--- src/rtl/text_buffer.sv ---
// ---------------------------------------------------------------------------
// text_buffer
//   Character-cell screen memory for the VGA text renderer. A byte stream
//   (printable ASCII plus a few control codes) arrives over a valid/ready
//   write port and is placed at a cursor. Every cycle the renderer's pixel
//   position (x, y) is mapped onto a COLS x ROWS grid of 8x16 cells located
//   at (X_ORG, Y_ORG). The code of the cell under that pixel is presented on
//   ascii_code one cycle later. Pixels outside the window read as BLANK.
//
// Ports
//   clk         pixel-domain clock
//   reset_n     asynchronous reset, active low
//   wr_data     byte to store, or a control code
//   wr_valid    wr_data is valid
//   wr_ready    buffer accepts a byte this cycle (registered, FSM-state only)
//   x, y        current pixel column / row
//   ascii_code  cell code for (x, y), one cycle latency
//   cur_col     cursor column
//   cur_row     cursor row
// ---------------------------------------------------------------------------
module text_buffer #(
    parameter int          COLS  = 32,
    parameter int          ROWS  = 4,
    parameter int          X_ORG = 192,
    parameter int          Y_ORG = 208,
    parameter logic [7:0]  BLANK = 8'h20
) (
    input  logic                      clk,
    input  logic                      reset_n,
    input  logic [7:0]                wr_data,
    input  logic                      wr_valid,
    output logic                      wr_ready,
    input  logic [9:0]                x,
    input  logic [9:0]                y,
    output logic [7:0]                ascii_code,
    output logic [$clog2(COLS)-1:0]   cur_col,
    output logic [$clog2(ROWS)-1:0]   cur_row
);

    localparam int CW    = $clog2(COLS);
    localparam int RW    = $clog2(ROWS);
    localparam int AW    = CW + RW;
    localparam int CELLS = COLS * ROWS;

    localparam logic [AW-1:0] ADDR_ONE  = AW'(1);
    localparam logic [AW-1:0] ADDR_LAST = AW'(CELLS - 1);
    localparam logic [RW-1:0] ROW_ONE   = RW'(1);

    localparam logic [9:0] X_LO = 10'(X_ORG);
    localparam logic [9:0] X_HI = 10'(X_ORG + 8 * COLS);
    localparam logic [9:0] Y_LO = 10'(Y_ORG);
    localparam logic [9:0] Y_HI = 10'(Y_ORG + 16 * ROWS);

    typedef enum logic [0:0] {
        ST_CLEAR = 1'b0,
        ST_IDLE  = 1'b1
    } state_t;

    state_t         state_q,     state_d;
    logic [AW-1:0]  clr_cnt_q,   clr_cnt_d;
    // Cursor kept as the linear cell address {row, col}; a +1/-1 on it
    // gives the column wrap into the next/previous row for free.
    logic [AW-1:0]  cur_q,       cur_d;
    logic           wr_ready_q,  wr_ready_d;
    logic [7:0]     ascii_q,     ascii_d;

    logic [7:0]     mem [CELLS];
    logic           mem_we_s;
    logic [AW-1:0]  mem_waddr_s;
    logic [7:0]     mem_wdata_s;

    logic           accept_s;
    logic           in_win_s;
    logic [CW-1:0]  rd_col_s;
    logic [RW-1:0]  rd_row_s;

    // Next-state logic: clear sweep, byte acceptance and cursor movement.
    always_comb begin
        state_d     = state_q;
        clr_cnt_d   = clr_cnt_q;
        cur_d       = cur_q;
        mem_we_s    = 1'b0;
        mem_waddr_s = cur_q;
        mem_wdata_s = BLANK;
        accept_s    = wr_valid & wr_ready_q;

        case (state_q)
            ST_CLEAR: begin
                mem_we_s    = 1'b1;
                mem_waddr_s = clr_cnt_q;
                mem_wdata_s = BLANK;
                if (clr_cnt_q == ADDR_LAST) begin
                    state_d   = ST_IDLE;
                    clr_cnt_d = '0;
                    cur_d     = '0;
                end else begin
                    clr_cnt_d = clr_cnt_q + ADDR_ONE;
                end
            end
            ST_IDLE: begin
                if (accept_s) begin
                    if ((wr_data >= 8'h20) && (wr_data <= 8'h7E)) begin
                        mem_we_s    = 1'b1;
                        mem_waddr_s = cur_q;
                        mem_wdata_s = wr_data;
                        cur_d       = cur_q + ADDR_ONE;
                    end else if (wr_data == 8'h0D) begin
                        cur_d = {cur_q[AW-1:CW] + ROW_ONE, {CW{1'b0}}};
                    end else if (wr_data == 8'h08) begin
                        if (cur_q != '0) begin
                            cur_d       = cur_q - ADDR_ONE;
                            mem_we_s    = 1'b1;
                            mem_waddr_s = cur_q - ADDR_ONE;
                            mem_wdata_s = BLANK;
                        end else begin
                            cur_d = cur_q;
                        end
                    end else if (wr_data == 8'h0C) begin
                        state_d   = ST_CLEAR;
                        clr_cnt_d = '0;
                    end else begin
                        // Unsupported codes are consumed without effect.
                        cur_d = cur_q;
                    end
                end else begin
                    cur_d = cur_q;
                end
            end
            default: begin
                state_d   = ST_CLEAR;
                clr_cnt_d = '0;
            end
        endcase

        // Ready is a registered function of the next state only.
        wr_ready_d = (state_d == ST_IDLE);
    end

    // Read-address decode of the pixel position into a cell address.
    always_comb begin
        in_win_s = (x >= X_LO) && (x < X_HI) && (y >= Y_LO) && (y < Y_HI);
        rd_col_s = CW'((x - X_LO) >> 4'd3);
        rd_row_s = RW'((y - Y_LO) >> 4'd4);
        if (in_win_s) begin
            ascii_d = mem[{rd_row_s, rd_col_s}];
        end else begin
            ascii_d = BLANK;
        end
    end

    // Control and output registers with asynchronous reset.
    always_ff @(posedge clk or negedge reset_n) begin
        if (!reset_n) begin
            state_q    <= ST_CLEAR;
            clr_cnt_q  <= '0;
            cur_q      <= '0;
            wr_ready_q <= 1'b0;
            ascii_q    <= BLANK;
        end else begin
            state_q    <= state_d;
            clr_cnt_q  <= clr_cnt_d;
            cur_q      <= cur_d;
            wr_ready_q <= wr_ready_d;
            ascii_q    <= ascii_d;
        end
    end

    // Cell storage write port; a same-cycle read of the cell sees old data.
    always_ff @(posedge clk) begin
        if (mem_we_s) begin
            mem[mem_waddr_s] <= mem_wdata_s;
        end
    end

    assign wr_ready   = wr_ready_q;
    assign ascii_code = ascii_q;
    assign cur_col    = cur_q[CW-1:0];
    assign cur_row    = cur_q[AW-1:CW];

endmodule

--- config.mk ---
export PLATFORM = sky130hd
export DESIGN_NAME = text_buffer
export DESIGN_NICKNAME = d
export VERILOG_FILES = /design/src/rtl/text_buffer.sv
export SDC_FILE = /design/constraint.sdc
export NUM_CORES = 1
export LEC_CHECK = 0
export CORE_MARGIN = 2
export CORE_UTILIZATION = 44
export CTS_BUF_LIST = sky130_fd_sc_hd__clkbuf_4
export CTS_CLUSTER_SIZE = 14
export DETAILED_ROUTE_END_ITERATION = 7
export REMOVE_ABC_BUFFERS = 1
export SYNTH_ARGS = -nofsm -noshare
export SYNTH_HDL_FRONTEND = slang
export SYNTH_SLANG_ARGS = --single-unit
--- constraint.sdc ---
create_clock -name clk -period 6.8 [get_ports clk]
set_input_delay 1.36 -clock clk [delete_from_list [all_inputs] [get_ports clk]]
set_output_delay 1.36 -clock clk [all_outputs]
set_load 0.1 [all_outputs]
==> reports/qor.txt <==
Critical-path top delay cell: nor2_1
Die span in y: 312 um
Top delay family on crit path: simple AND/OR/NAND/NOR gates
Final hold vios: 0
Comb power frac: 8.8%
CTS sink count: 1,047
Post-synthesis sequential area ratio: 75.1%
Crit path buf inv count: 1
Net switching power: 3.34 mW
DR pass1 iterations: 8
Row cnt: 112
Storage element area: 0.0313 sq mm
Placed cells: 3,491
Max-Cap Viols: 0
CTS clk-pin slew, worst paths: 60 ps
RSZ-0062 raised after global routing: false
Post-synth ARST share: 2.20%
H-tree Lvls: 5
DIE WIDTH: 312 um
Max incr delay on CP: 770 ps
Share of cells above drive strength 1: 27.0%
Worst Reg-to-Reg Cells: 9
Fin nets: 2,564
Post-CTS setup buffers: 0
Multi-input gate area: 0.0103 sq mm
Crit path from: wr_data[4]
Cell Area, Synth: 0.0417 sq mm
WL final: 99,400 um
Arrival @ worst endpoint: 5460 ps
Iteration-0 DRC count of the detailed router: 2,160
Post-route DRC: 0
Clock share of power: 38.5%
# fillers: 7,763
Global Route Usage Sum: 20.7%
Number of synthesized flops with an enable pin: 1,024
Top_reg_cell synth: edfxtp_1
Port bufs: 43
Warnings from Yosys: 0
Cell-internal power: 10.3 mW
Setup ws final: 2070 ps
Setup_tns: 0 ps
Worst-margin pin slew: 1300 ps
Register bit total from synthesis: 1,047
Setup crit end kind: register
Relative slew slack: 12.5%
Worst r2r dst: mem[25][7]
# setup viols final: 0
Min-delay worst type: reg -> reg
Routability cong.: 0.861
Final Max Slew Viols: 0
Sw Ratio: 24.4%
PwrDens: 288 mW/mm^2
Synth top area share: 73.8%
Avg Inst Size Synth: 19.5 sq um
Clock Tree Buf Depth: 4
Largest net degree at the start of global routing: 129
Cell variety after synth: 76
Dpl ws: 998 ps
Resize count post-CTS: 0
Most frequent cells in the layout: 1,024 x edfxtp_1, 399 x clkbuf_4, 227 x mux4_2, 138 x nor2_1, 128 x conb_1
Initial antenna violation count: 2
Core Region: 0.0936 sq mm
Pleak: 15.9 nW
FMAX: 211 MHz
IO Count: 47
Initial Util: 44.5%
CP required: 7530 ps
Total gr overflow: 0
Tcrit/Tclk final: 69.6%
Worst-skew pair later-pin latency: 1160 ps
Routed Antenna Nets: 0
Setup CP Type: in -> reg
Area growth syn-to-layout: 14.0%
Synth area leader: edfxtp_1
Status: finished clean
Hold path depth: 1
Via Count: 22,200
Hold Buf Count CTS: 0
Synth area leaders: edfxtp_1 74%, mux4_2 12%, mux2i_1 2.7%, a22oi_1 1.3%, dfrtp_1 1.3%
Most common cell after layout, fill and taps aside: edfxtp_1
Worst Path Max Fanout: 10
Minimum clock period: 4730 ps
Sequential share of power: 52.7%
CTS tree: built
CP cell instances: clkdlybuf4s50_1 > or4_4 > nor3_4 > nand3_1 > xnor2_1 > o22ai_1 > nand2_2 > nor2_1
Num CTS Buffers: 287
Post-Layout Cell Count: 3,964
WP depth: 8
Dpl hpwl: 62,700 um
Root Buffer: clkbuf_4
Worst VDD drop: 177 uV
Worst r2r src: cur_q[0]
First-pass GRT wire length: 147,000 um
Syn Inst Count: 2,133
DR vias/cell: 5.59
Startpoint types: input port
Wirelength per Cell: 25.1 um
Critical Path End: mem[77][6]
Die area: 0.0972 sq mm
Reg2Reg Setup Slack: 2270 ps
Clock Skew: 89.0 ps
Vias in the first global route: 23,100
-- synth_stat cells (14+ instances only) --
master,count
edfxtp_1,1024
mux4_2,227
nor2_1,139
mux2i_1,111
nand2_1,94
a22oi_1,74
clkbuf_1,54
o21ai_0,51
buf_2,47
a221oi_1,38
nand3_1,38
dfrtp_1,22
a21oi_1,21
o22ai_1,14
-- final cells by class --
type,count,share of cell area [%]
timing repair buffer,96,1.88
multi-input combinational,1080,21.7
sequential,1047,65.9
tap,1254,3.30
clock buffer,399,6.30
inverter,14,0.111
antenna,9,0.0474
clock inverter,65,0.763
-- registers in the layout, indices dropped and copies added, names as in the netlist --
name	flops
ascii_code	8
clr_cnt_q	7
wr_ready	1
mem	1024
cur_q	7
-- power groups by stage --
stage	Combinational (mW)	Clock (mW)	Sequential (mW)
finish	1.21	5.26	7.21
global route	1.28	5.75	7.21
CTS	1.20	5.41	7.20
detailed placement	1.20	0	7.34
global placement	1.18	0	7.34
floorplan	0.596	0	7.41
-- logic make-up after synthesis --
family | synth area share, %
DFF | 75.1
muxes | 15.0
and+or+nand+nor | 3.63
AOI/OAI and AO/OA | 4.55
buffers and inverters | 1.39
adders and majority gates | 0.210
xor gates and xnor gates | 0.0840
other | 0.00899
-- stage by stage --
| step | util (%) | area (sq um) | power, mW | hold WS (ps) |
|---|---|---|---|---|
| after floorplan | - | 41600 | 8.01 | 468 |
| after global placement | 47.2 | 44200 | 8.52 | 506 |
| after detailed placement | 47.2 | 44200 | 8.54 | 505 |
| after CTS | 50.8 | 47500 | 13.8 | 518 |
| final | 50.8 | 47500 | 13.7 | 519 |
| after global routing | 50.8 | 47500 | 14.2 | 531 |
-- routing by layer --
metal	GRT usage, %	share of wire (%)
met2	32.8	48
met4	8.25	2.7
met1	27.6	42
met3	5.10	6.8
met5	0	0
-- how the worst min path moves through the flow --
stage                             from            end  slack [ps]
after CTS                 clr_cnt_q[5]   clr_cnt_q[5]         520
final                     clr_cnt_q[5]   clr_cnt_q[5]         520
after global placement    clr_cnt_q[5]   clr_cnt_q[5]         510
after global routing           reset_n  ascii_code[1]         530
after floorplan           clr_cnt_q[5]   clr_cnt_q[5]         470
after detailed placement  clr_cnt_q[5]   clr_cnt_q[5]         510
(Power assumes the default switching activity.)
